$ cat src/rtl/mult_div_unit.sv
// Iterative multiply/divide unit: shift-add multiply and restoring divide on
// operand magnitudes, one bit per cycle, with a sign-fixup cycle at the end.
module mult_div_unit #(
    parameter int WIDTH = 32
) (
    input  logic             clk,
    input  logic             rst,
    input  logic             start,
    input  logic [1:0]       op,
    input  logic [WIDTH-1:0] A,
    input  logic [WIDTH-1:0] B,
    output logic             busy,
    output logic             done,
    output logic [WIDTH-1:0] hi,
    output logic [WIDTH-1:0] lo,
    output logic             div_by_zero
);

    localparam int CW = $clog2(WIDTH) + 1;

    typedef enum logic [1:0] {
        IDLE,
        CALC,
        FIX,
        DONE
    } state_t;

    state_t           r_state;
    state_t           w_next;

    logic [CW-1:0]    r_cnt;
    logic             r_is_div;
    logic             r_neg_res;
    logic             r_neg_rem;
    logic             r_dbz_pend;
    logic [WIDTH-1:0] r_a_raw;
    logic [WIDTH-1:0] r_opnd;
    logic [WIDTH-1:0] r_acc_hi;
    logic [WIDTH-1:0] r_acc_lo;
    logic [WIDTH-1:0] r_hi;
    logic [WIDTH-1:0] r_lo;
    logic             r_dbz;

    // Operand magnitudes taken at latch time; op[0] selects signed forms.
    logic             w_a_neg;
    logic             w_b_neg;
    logic [WIDTH-1:0] w_mag_a;
    logic [WIDTH-1:0] w_mag_b;

    assign w_a_neg = op[0] & A[WIDTH-1];
    assign w_b_neg = op[0] & B[WIDTH-1];
    assign w_mag_a = w_a_neg ? (~A + 1'b1) : A;
    assign w_mag_b = w_b_neg ? (~B + 1'b1) : B;

    // Multiply step: conditionally add multiplicand to upper half, shift right.
    logic [WIDTH:0]   w_madd;
    assign w_madd = {1'b0, r_acc_hi} + (r_acc_lo[0] ? {1'b0, r_opnd} : '0);

    // Divide step: shift next dividend bit into the partial remainder and
    // keep the difference only when the divisor fits.
    logic [WIDTH:0]   w_shift;
    logic             w_fits;
    logic [WIDTH-1:0] w_rem_sub;
    assign w_shift   = {r_acc_hi, r_acc_lo[WIDTH-1]};
    assign w_fits    = (w_shift >= {1'b0, r_opnd});
    assign w_rem_sub = w_shift[WIDTH-1:0] - r_opnd;

    logic [2*WIDTH-1:0] w_prod;
    logic [2*WIDTH-1:0] w_prod_fix;
    logic [WIDTH-1:0]   w_quot_fix;
    logic [WIDTH-1:0]   w_rem_fix;
    assign w_prod     = {r_acc_hi, r_acc_lo};
    assign w_prod_fix = r_neg_res ? (~w_prod + 1'b1) : w_prod;
    assign w_quot_fix = r_neg_res ? (~r_acc_lo + 1'b1) : r_acc_lo;
    assign w_rem_fix  = r_neg_rem ? (~r_acc_hi + 1'b1) : r_acc_hi;

    always_comb begin
        // NOTE: default first so every path assigns w_next and no latch is inferred.
        w_next = r_state;
        case (r_state)
            IDLE:    if (start) w_next = CALC;
            CALC:    if (r_cnt == CW'(WIDTH - 1)) w_next = FIX;
            FIX:     w_next = DONE;
            DONE:    w_next = IDLE;
            default: w_next = IDLE;
        endcase
    end

    // NOTE: sequential state uses non-blocking assignments so all registers
    // update from the same pre-edge values.
    always_ff @(posedge clk) begin
        if (rst) begin
            r_state <= IDLE;
        end else begin
            r_state <= w_next;
        end
    end

    always_ff @(posedge clk) begin
        if (rst) begin
            r_cnt      <= '0;
            r_is_div   <= 1'b0;
            r_neg_res  <= 1'b0;
            r_neg_rem  <= 1'b0;
            r_dbz_pend <= 1'b0;
            r_a_raw    <= '0;
            r_opnd     <= '0;
            r_acc_hi   <= '0;
            r_acc_lo   <= '0;
            r_hi       <= '0;
            r_lo       <= '0;
            r_dbz      <= 1'b0;
        end else begin
            case (r_state)
                IDLE: begin
                    if (start) begin
                        r_cnt      <= '0;
                        r_is_div   <= op[1];
                        r_neg_res  <= w_a_neg ^ w_b_neg;
                        r_neg_rem  <= w_a_neg;
                        r_dbz_pend <= op[1] & (B == '0);
                        r_a_raw    <= A;
                        r_acc_hi   <= '0;
                        r_acc_lo   <= op[1] ? w_mag_a : w_mag_b;
                        r_opnd     <= op[1] ? w_mag_b : w_mag_a;
                    end
                end
                CALC: begin
                    r_cnt <= r_cnt + 1'b1;
                    if (r_is_div) begin
                        r_acc_hi <= w_fits ? w_rem_sub : w_shift[WIDTH-1:0];
                        r_acc_lo <= {r_acc_lo[WIDTH-2:0], w_fits};
                    end else begin
                        r_acc_hi <= w_madd[WIDTH:1];
                        r_acc_lo <= {w_madd[0], r_acc_lo[WIDTH-1:1]};
                    end
                end
                FIX: begin
                    if (r_dbz_pend) begin
                        r_hi  <= r_a_raw;
                        r_lo  <= '1;
                        r_dbz <= 1'b1;
                    end else if (r_is_div) begin
                        r_hi  <= w_rem_fix;
                        r_lo  <= w_quot_fix;
                        r_dbz <= 1'b0;
                    end else begin
                        r_hi  <= w_prod_fix[2*WIDTH-1:WIDTH];
                        r_lo  <= w_prod_fix[WIDTH-1:0];
                        r_dbz <= 1'b0;
                    end
                end
                default: ;
            endcase
        end
    end

    assign busy        = (r_state != IDLE);
    assign done        = (r_state == DONE);
    assign hi          = r_hi;
    assign lo          = r_lo;
    assign div_by_zero = r_dbz;

endmodule
$ cat config.mk
export PLATFORM = sky130hd
export DESIGN_NAME = mult_div_unit
export DESIGN_NICKNAME = d
export VERILOG_FILES = /design/src/rtl/mult_div_unit.sv
export SDC_FILE = /design/constraint.sdc
export NUM_CORES = 1
export LEC_CHECK = 0
export ABC_CLOCK_PERIOD_IN_PS = 4100
export BUFFER_PORTS_ARGS = -buffer_cell sky130_fd_sc_hd__buf_4
export CORE_ASPECT_RATIO = 1.5
export CORE_MARGIN = 4
export CORE_UTILIZATION = 25
export CTS_CLUSTER_SIZE = 40
export DETAILED_ROUTE_END_ITERATION = 10
export GPL_TIMING_DRIVEN = 0
export PLACE_DENSITY_LB_ADDON = 0.25
export SKIP_LAST_GASP = 1
export SLEW_MARGIN = 20
export SYNTH_ARGS = -nofsm -noshare
export SYNTH_HDL_FRONTEND = slang
export SYNTH_SLANG_ARGS = --single-unit
$ cat constraint.sdc
create_clock -name clk -period 4.1 [get_ports clk]
set_input_delay 0.82 -clock clk [delete_from_list [all_inputs] [get_ports clk]]
set_output_delay 0.82 -clock clk [all_outputs]
set_load 0.01 [all_outputs]
# Word-level counts from Yosys, hierarchy flattened
# Cells that the tools add are included.
[op_classes]
add_sub_neg = 8
order_cmp = 1
bitwise_logic = 9
muxes = 25
reduce_logical = 7
n_eq_ne = 6
[ops]
columns = ["operator", "n"]
rows = [
  ["32-bit two-way mux", 16],
  ["32-bit by 1-bit adder with 32-bit output (second input constant)", 4],
  ["32-bit inverter", 4],
  ["32-bit one-hot mux with 2 select lines", 2],
  ["64-bit by 1-bit adder with 64-bit output (second input constant)", 1],
  ["64-bit two-way mux", 1],
  ["64-bit inverter", 1],
  ["32-bit by 32-bit adder with 33-bit output", 1],
  ["33-bit by 32-bit >= comparator with 1-bit output", 1],
  ["32-bit logical NOT", 1],
  ["32-bit subtractor", 1],
  ["6-bit one-hot mux with 2 select lines", 1],
  ["2-bit one-hot mux with 4 select lines", 1],
  ["6-bit by 1-bit adder with 6-bit output (second input constant)", 1],
  ["6-bit by 5-bit equality test with 1-bit output (second input constant)", 1],
  ["6-bit two-way mux", 1],
  ["2-bit AND reduction", 3],
  ["2-bit equality test (second input constant)", 2],
  ["2-bit two-way mux", 2],
  ["2-bit != test (second input constant)", 2],
  ["2-bit nonzero test", 2],
  ["1-bit bitwise AND", 3],
  ["2-bit by 1-bit equality test with 1-bit output (second input constant)", 1],
  ["2-bit logical NOT", 1],
  ["other kinds (2)", 2],
]
[word_totals]
elab_cells = 69
inputBits = 69
ff_bits = 205
output_inout_bits = 67

# Depth between registers and ports, before layout
# Gate-level depths: netlist of the first run.
[logic_depth]
word_depth = 6
ltp_mapped = 14

# Worst setup path after synthesis of the first run
# Ideal clock, no wire load.
[synth_path]
path_kind = "input port to flip-flop"
from = "input port B[13]"
to = "register r_acc_lo[30]"
arrival_ns = 3.072
stages = 8
setup_slack_ns = 0.910
t_required_ns = 3.983
n_path_buf = 0
path_cell_list = "or4_1 > or4_4 > nor4_4 > a21oi_1 > xnor2_1 > nor2_1 > or3_1 > a32o_1"
[synth_via]
elab_chain_len = 6
[synth_rtl]
columns = ["item", "line", "text"]
rows = [
  ["start: declaration", "11", "input logic [WIDTH-1:0] B,"],
  ["32-bit inverter", "53", "assign w_mag_b = w_b_neg ? (~B + 1'b1) : B;"],
  ["32-bit by 1-bit adder with 32-bit output", "53", ""],
  ["32-bit two-way mux", "53", ""],
  ["32-bit two-way mux", "124", "r_acc_lo <= op[1] ? w_mag_a : w_mag_b;"],
  ["32-bit two-way mux", "116", "if (start) begin"],
  ["32-bit one-hot mux with 2 select lines", "114", "case (r_state)"],
  ["end signal: assignment", "124", ""],
  ["end signal: assignment", "132", "r_acc_lo <= {r_acc_lo[WIDTH-2:0], w_fits};"],
  ["end signal: assignment", "135", "r_acc_lo <= {w_madd[0], r_acc_lo[WIDTH-1:1]};"],
  ["end: declaration", "39", "logic [WIDTH-1:0] r_acc_lo;"],
]
# Every way passes these cells. The select of a mux whose other input is x is not followed.
# A chain may end at the register's enable or synchronous reset.

# Worst setup path after layout of the first run
[layout_path]
from = "register r_acc_hi[24]"
to = "register r_acc_hi[28]"
[layout_via]
elab_chain_len = 4
elab_cells_between_ends = 6
cone_classes = "add/sub (2); order compare (1); mux (3)"
[layout_rtl]
columns = ["item", "line", "text"]
rows = [
  ["start: declaration", "38", "logic [WIDTH-1:0] r_acc_hi;"],
  ["start signal: assignment", "131", "r_acc_hi <= w_fits ? w_rem_sub : w_shift[WIDTH-1:0];"],
  ["start signal: assignment", "134", "r_acc_hi <= w_madd[WIDTH:1];"],
  ["32-bit subtractor or 33-bit by 32-bit >= comparator with 1-bit output (tied branches)", "66, 65", ""],
  ["32-bit two-way mux", "131", ""],
  ["32-bit two-way mux *", "130", "if (r_is_div) begin"],
  ["32-bit one-hot mux with 2 select lines *", "114", ""],
]
# Mark *: on every way between the ends. The rest lies on a longest branch, timed or not.

==> results of run 1 <==
cell type report:
class                           count  area, sq um
Fill cell                        6656        42900
Multi-Input combinational cell   1661        10600
Sequential cell                   205         4110
Timing Repair Buffer              138         1040
Tap cell                          791          990
Clock buffer                       31          636
Buffer                            139          548
Inverter                           75          285
Clock inverter                      9          156
logic make-up (layout without fill, tap and decap cells):
logic type                 after synthesis  count (layout)
buffers and inverters                  214             392
DFF                                    205             205
muxes                                   80              80
AOI/OAI and AO/OA                      626             626
xor gates and xnor gates               177             177
adders and majority gates               75              75
and+or+nand+nor                        703             703
layout by cell type, fill, tap and decap left out, types with 7 or more instances in the layout:
cell	count
o22ai_1	8
ha_1	73
a21o_1	33
nand2_1	253
mux2i_1	64
xor2_1	81
clkbuf_1	119
buf_4	138
nand2b_1	23
nor4_1	14
o41ai_1	12
inv_1	74
or3_1	10
xnor2_1	96
mux2_2	16
a21oi_1	169
and2_1	10
o21ai_0	124
o31ai_1	24
o21a_1	7
a311oi_1	9
or4_1	10
nand3_1	26
nor2_1	235
o211ai_1	47
buf_2	7
nand4_1	15
nor2b_1	8
a22oi_1	23
a21boi_0	7
a31oi_1	18
or2_2	8
clkbuf_16	23
dfxtp_1	204
a211oi_1	76
buf_1	14
nor3_1	51
o21bai_1	9
final timing paths:
kind                                    from           end  slack [ns]  depth (start not counted)
worst min register to register   r_a_raw[27]   r_a_raw[27]        0.46                          2
worst max register to register  r_acc_hi[24]  r_acc_hi[28]        0.17                         11
worst max-delay path            r_acc_hi[24]  r_acc_hi[28]        0.17                         11
worst min-delay path             r_a_raw[27]   r_a_raw[27]        0.46                          2
per-stage QoR:
stage	instances	setup TNS, ns
2_1_floorplan	2080	0
3_3_place_gp	3006	-3.14
3_5_place_dp	3007	-2.56
4_1_cts	3049	0
5_1_grt	3049	0
6_report	3049	0
state kept, by name (all words and copies together), names as in the netlist:
signal       cells
hi              32
lo              32
r_a_raw         32
r_acc_hi        32
r_acc_lo        32
r_opnd          32
r_cnt            6
r_state          2
div_by_zero      1
r_dbz_pend       1
r_is_div         1
r_neg_rem        1
r_neg_res        1
layer usage:
metal	GRT usage (%)	routed length [um]	vias up
li1	-	-	7791
met1	22.7	26900	7867
met2	39.1	37700	532
met3	1.63	2450	155
met4	11.4	4620	0
met5	0	0	-
tightest hold or removal path: stages (launching register included):
cell	delay (ns)
dfxtp_1	0.31
nand2_1	0.05
a21oi_1	0.05
where the power goes:
group	leakage (nW)	internal (mW)	switching, mW	total (mW)
Clock	0.388	1.34	0.926	2.27
Combinational	4.99	1.96	3.52	5.48
Sequential	1.67	2.52	0.573	3.09
Total	7.05	5.82	5.02	10.8
timing repair:
action | in CTS | in global routing
pin swaps | 0 | 1
setup buffers | 2 | 0
endpoints found under the hold margin | 0 | 0
hold buffers | 0 | 0
gates resized for setup | 6 | 5
setup endpoints to repair | 22 | 12
gates cloned | 0 | 0
cells in the mapped netlist (52+ instances only):
cell type / instances / area share, %
dfxtp_1: 205 / 26
xor2_1: 81 / 4.6
clkbuf_1: 115 / 2.8
inv_1: 75 / 1.8
a211oi_1: 76 / 3.7
mux2i_1: 64 / 4.1
nor2_1: 235 / 5.7
o21ai_0: 124 / 4.0
nand2_1: 253 / 6.1
ha_1: 73 / 5.9
a21oi_1: 171 / 5.5
xnor2_1: 96 / 5.4
nor3_1: 52 / 1.7
==> flow_metrics.env, run 1 <==
export IMPL_outcome="finished, final reports clean"
export IMPL_gp_congestion=0.960
export IMPL_grt_antenna_before_repair=0
export IMPL_synth_compound_area_share_pct=26.1
export IMPL_synthDistinctLibCells=78
export IMPL_ir_drop_mv=0.250
export IMPL_seq_area_frac_synth_pct=26.4
export IMPL_synth_ff_type="dfxtp_1"
export IMPL_cp_end_kind="flip-flop"
export IMPL_synth_xor_area_share_pct=9.99
export IMPL_drt_vias_per_instance=5.36
export IMPL_final_antenna_net_count=0
export IMPL_first_global_vias=16200
export IMPL_cap_violations=0
export IMPL_finalHoldViolCount=0
export IMPL_power_leakage_nw=7.05
export IMPL_drive_gt1_share_pct=10.5
export IMPL_io_buffers=135
export IMPL_synthAdderAreaFrac_pct=6.14
export IMPL_synth_edff_count=0
export IMPL_path_cells="ha_1 -> clkbuf_1 -> nand4_1 -> nor3_1 -> o211ai_1 -> o21a_1 -> a21oi_2 -> buf_2 -> buf_2 -> a31oi_1 -> a2bb2oi_1"
export IMPL_path_buf_inv=3
export IMPL_cp_arrival_ns=4.34
export IMPL_boundaryPins=136
export IMPL_cts_sinks=205
export IMPL_n_antenna_cell=0
export IMPL_final_setup_skew_ns=0.0181
export IMPL_fin_ws_ns=0.173
export IMPL_synth_warnings=0
export IMPL_synth_avg_cell_area_sq_um=7.46
export IMPL_yosys_area_share_simple_pct=20.7
export IMPL_drc=0
export IMPL_place_ws_ns=-0.490
export IMPL_grt_max_degree=15
export IMPL_grt_pass1_wl_mm=105
export IMPL_insertion_delay_ns=0.54
export IMPL_critPathLaunchType="flip-flop"
export IMPL_rsz0062_at_grt="false"
export IMPL_hold_path_class="reg -> reg"
export IMPL_cp_slowest_stage_delay_ns=0.48
export IMPL_syn_to_final_growth_pct=18.5
export IMPL_die_x_um=211
export IMPL_slew_violations=0
export IMPL_timing_fmax_mhz=255
export IMPL_synth_seq_cells=205
export IMPL_synthArstFlopShare_pct=0
export IMPL_postPlaceCellArea_sq_um=17500
export IMPL_syn_inst=2080
export IMPL_cts_made_buffers=22
export IMPL_dieArea_sq_um=66200
export IMPL_worstPathRequired_ns=4.52
export IMPL_globalRouteOverflowTotal=0
export IMPL_tritoncts="yes"
export IMPL_synth_area_mux_share_pct=5.29
export IMPL_clk_pin_slew_ns=0.06
export IMPL_whs_ns=0.457
export IMPL_finalCriticalPeriod_ns=3.93
export IMPL_slew_headroom_pct=21.8
export IMPL_cp_top_family="compound AO/OA/AOI/OAI gates"
export IMPL_power_density_nw_per_um2=590
export IMPL_drtIter0Drc=1323
export IMPL_routedWlPerCell_um=23.5
export IMPL_finalCoreUtilization_pct=30.0
export IMPL_dp_hpwl_mm=59.4
export IMPL_wirelength_mm=71.6
export IMPL_htreeDepth=1
export IMPL_design_area_sq_um=18400
export IMPL_synthesis_nets=2224
export IMPL_first_pass_iters=6
export IMPL_root_buffer="clkbuf_16"
export IMPL_critPathMaxFanout=10
export IMPL_syn_area_sq_um=15500
export IMPL_via_count=16300
export IMPL_fin_nets=2386
export IMPL_tightest_slew_ns=1.17
export IMPL_worst_setup_path_type="reg -> reg"
export IMPL_synth_top_family_by_area="compound AO/OA/AOI/OAI gates"
export IMPL_setup_viol=0
export IMPL_finalPower_mw=10.8
export IMPL_min_period_over_period_pct=95.8
export IMPL_rows=111
export IMPL_die_y_um=313
export IMPL_grtUsageTotal_pct=20.8
export IMPL_core_sq_um=61200
export IMPL_path_common_cell="buf_2"
export IMPL_start_util_pct=25.3
export IMPL_cpMaxStageDelayCell="a21oi_2"
export IMPL_cts_max_path_buffers=3
(Power assumes the default switching activity.)
==> run 2: changes to the inputs <==
--- a/config.mk
+++ b/config.mk
@@ -5,7 +5,7 @@
 export SDC_FILE = /design/constraint.sdc
 export NUM_CORES = 1
 export LEC_CHECK = 0
-export ABC_CLOCK_PERIOD_IN_PS = 4100
+export ABC_CLOCK_PERIOD_IN_PS = 3300
 export BUFFER_PORTS_ARGS = -buffer_cell sky130_fd_sc_hd__buf_4
 export CORE_ASPECT_RATIO = 1.5
 export CORE_MARGIN = 4
@@ -14,6 +14,7 @@
 export DETAILED_ROUTE_END_ITERATION = 10
 export GPL_TIMING_DRIVEN = 0
 export PLACE_DENSITY_LB_ADDON = 0.25
+export SKIP_CTS_REPAIR_TIMING = 1
 export SKIP_LAST_GASP = 1
 export SLEW_MARGIN = 20
 export SYNTH_ARGS = -nofsm -noshare
==> constraint.sdc (replaced) <==
create_clock -name clk -period 3.3 [get_ports clk]
set_input_delay 0.66 -clock clk [delete_from_list [all_inputs] [get_ports clk]]
set_output_delay 0.66 -clock clk [all_outputs]
set_load 0.01 [all_outputs]
==> flow_metrics.env, run 2 (synthesized netlist as in run 1, its figures left out) <==
export IMPL_cp_arrival_ns=3.64
export IMPL_root_buffer="clkbuf_16"
export IMPL_final_antenna_net_count=0
export IMPL_rows=111
export IMPL_min_period_over_period_pct=98.1
export IMPL_io_buffers=135
export IMPL_fin_nets=2393
export IMPL_finalCriticalPeriod_ns=3.24
export IMPL_grt_use_met2_pct=38.9
export IMPL_dp_hpwl_mm=59.4
export IMPL_drtIter0Drc=1200
export IMPL_n_antenna_cell=0
export IMPL_power_density_nw_per_um2=721
export IMPL_tightest_slew_ns=0.945
export IMPL_grtUsageTotal_pct=20.8
export IMPL_final_cell_mix="nand2_1 (252), nor2_1 (224), dfxtp_1 (199)"
export IMPL_wirelength_mm=72.1
export IMPL_globalRouteOverflowTotal=0
export IMPL_cts_made_buffers=22
export IMPL_insertion_delay_ns=0.54
export IMPL_gp_congestion=0.960
export IMPL_cts_max_path_buffers=3
export IMPL_use_met1_pct=22.7
export IMPL_slew_headroom_pct=37.0
export IMPL_fill_cells=6600
export IMPL_setup_viol=0
export IMPL_power_leakage_nw=7.15
export IMPL_finalCoreUtilization_pct=30.9
export IMPL_drt_vias_per_instance=5.38
export IMPL_boundaryPins=136
export IMPL_syn_to_final_growth_pct=22.1
export IMPL_hold_path_class="in -> reg"
export IMPL_outcome="finished, final reports clean"
export IMPL_clk_pin_slew_ns=0.07
export IMPL_cp_slowest_stage_delay_ns=0.63
export IMPL_start_util_pct=25.3
export IMPL_routedWlPerCell_um=23.6
export IMPL_core_sq_um=61200
export IMPL_htreeDepth=1
export IMPL_drc=0
export IMPL_first_global_vias=16200
export IMPL_regArea_sq_um=4110
export IMPL_use_met3_pct=1.71
export IMPL_final_common_cell="nand2_1"
export IMPL_first_pass_iters=6
export IMPL_cpMaxStageDelayCell="or4_1"
export IMPL_slew_violations=0
export IMPL_grt_max_degree=15
export IMPL_timing_fmax_mhz=309
export IMPL_design_area_sq_um=19000
export IMPL_multi_input_area_sq_um=11100
export IMPL_tritoncts="yes"
export IMPL_postPlaceCellArea_sq_um=17500
export IMPL_grt_pass1_wl_mm=105
export IMPL_drive_gt1_share_pct=13.9
export IMPL_grt_antenna_before_repair=0
export IMPL_die_y_um=313
export IMPL_path_cells="buf_6 -> or4_1 -> nor4_4 -> nand4_2 -> o21ai_4 -> a21oi_1 -> xnor2_1 -> o21ai_0 -> mux2i_1 -> nor2_1"
export IMPL_die_x_um=211
export IMPL_final_setup_skew_ns=0.0129
export IMPL_finalHoldViolCount=0
export IMPL_rsz0062_at_grt="true"
export IMPL_critPathMaxFanout=10
export IMPL_worstPathRequired_ns=3.71
export IMPL_cts_sinks=205
export IMPL_whs_ns=0.407
export IMPL_grt_busiest_layer="met2"
export IMPL_critPathLaunchType="flip-flop"
export IMPL_worst_setup_path_type="reg -> reg"
export IMPL_dieArea_sq_um=66200
export IMPL_cp_end_kind="flip-flop"
export IMPL_ir_drop_mv=0.322
export IMPL_via_count=16400
export IMPL_cap_violations=0
-- run 2: cell types whose count changed in the layout (fill, tap and decap cells not counted), moves of 5 or more --
| cell | before | now |
|---|---|---|
| ha_4 | 0 | 8 |
| buf_4 | 138 | 151 |
| nor2_4 | 0 | 5 |
| dfxtp_2 | 0 | 5 |
| nor2_2 | 0 | 6 |
| dfxtp_1 | 204 | 199 |
| a21oi_2 | 4 | 11 |
| clkbuf_1 | 119 | 110 |
| nor2_1 | 235 | 224 |
| ha_2 | 0 | 5 |
| ha_1 | 73 | 60 |
| a21oi_1 | 169 | 159 |
-- run 2: routing by layer --
| layer | wire length [um] | vias to the layer above |
|---|---|---|
| met5 | 0 | - |
| met3 | 2490 | 172 |
| met1 | 27100 | 7922 |
| met2 | 37800 | 534 |
| met4 | 4730 | 0 |
| li1 | - | 7812 |
-- run 2: stage by stage --
step           setup WS (ns)  std cells  total power [mW]  setup TNS, ns
3_3_place_gp           -1.29       3006              10.5         -44.03
4_1_cts                -1.30       3047              13.4         -38.38
2_1_floorplan          0.235       2080              7.93              0
5_1_grt              -0.0914       3056              14.4         -0.206
3_5_place_dp           -1.29       3007              10.6         -43.62
6_report              0.0634       3056              13.7              0
-- run 2: critical path, delay by kind of cell (launching register included) --
family	cells	cell delay (ns)
xor+xnor	1	0.39
compound gates	3	0.83
flops	1	0.31
buf+inv	1	0.13
mux	1	0.15
simple gates	4	1.29
-- run 2: final timing paths --
path | depth (start not counted) | start | end | slack (ns)
setup / recovery | 10 | r_acc_lo[12] | hi[15] | 0.06
hold / removal | 3 | A[21] | r_a_raw[21] | 0.41
setup reg to reg | 10 | r_acc_lo[12] | hi[15] | 0.06
hold reg to reg | 2 | r_a_raw[19] | r_a_raw[19] | 0.46
-- run 2: power breakdown --
part           internal [mW]  switching (mW)
registers               3.13           0.717
clock network           1.67            1.15
logic                   2.54            4.46
total                   7.34            6.33
-- run 2: layout make-up --
| type | count | share of cell area, % |
|---|---|---|
| Clock buffer | 31 | 3.35 |
| Buffer | 131 | 2.88 |
| Inverter | 75 | 1.51 |
| Tap cell | 791 | 5.22 |
| Sequential cell | 205 | 21.7 |
| Multi-Input combinational cell | 1661 | 58.4 |
| Clock inverter | 9 | 0.825 |
| Timing Repair Buffer | 153 | 6.15 |
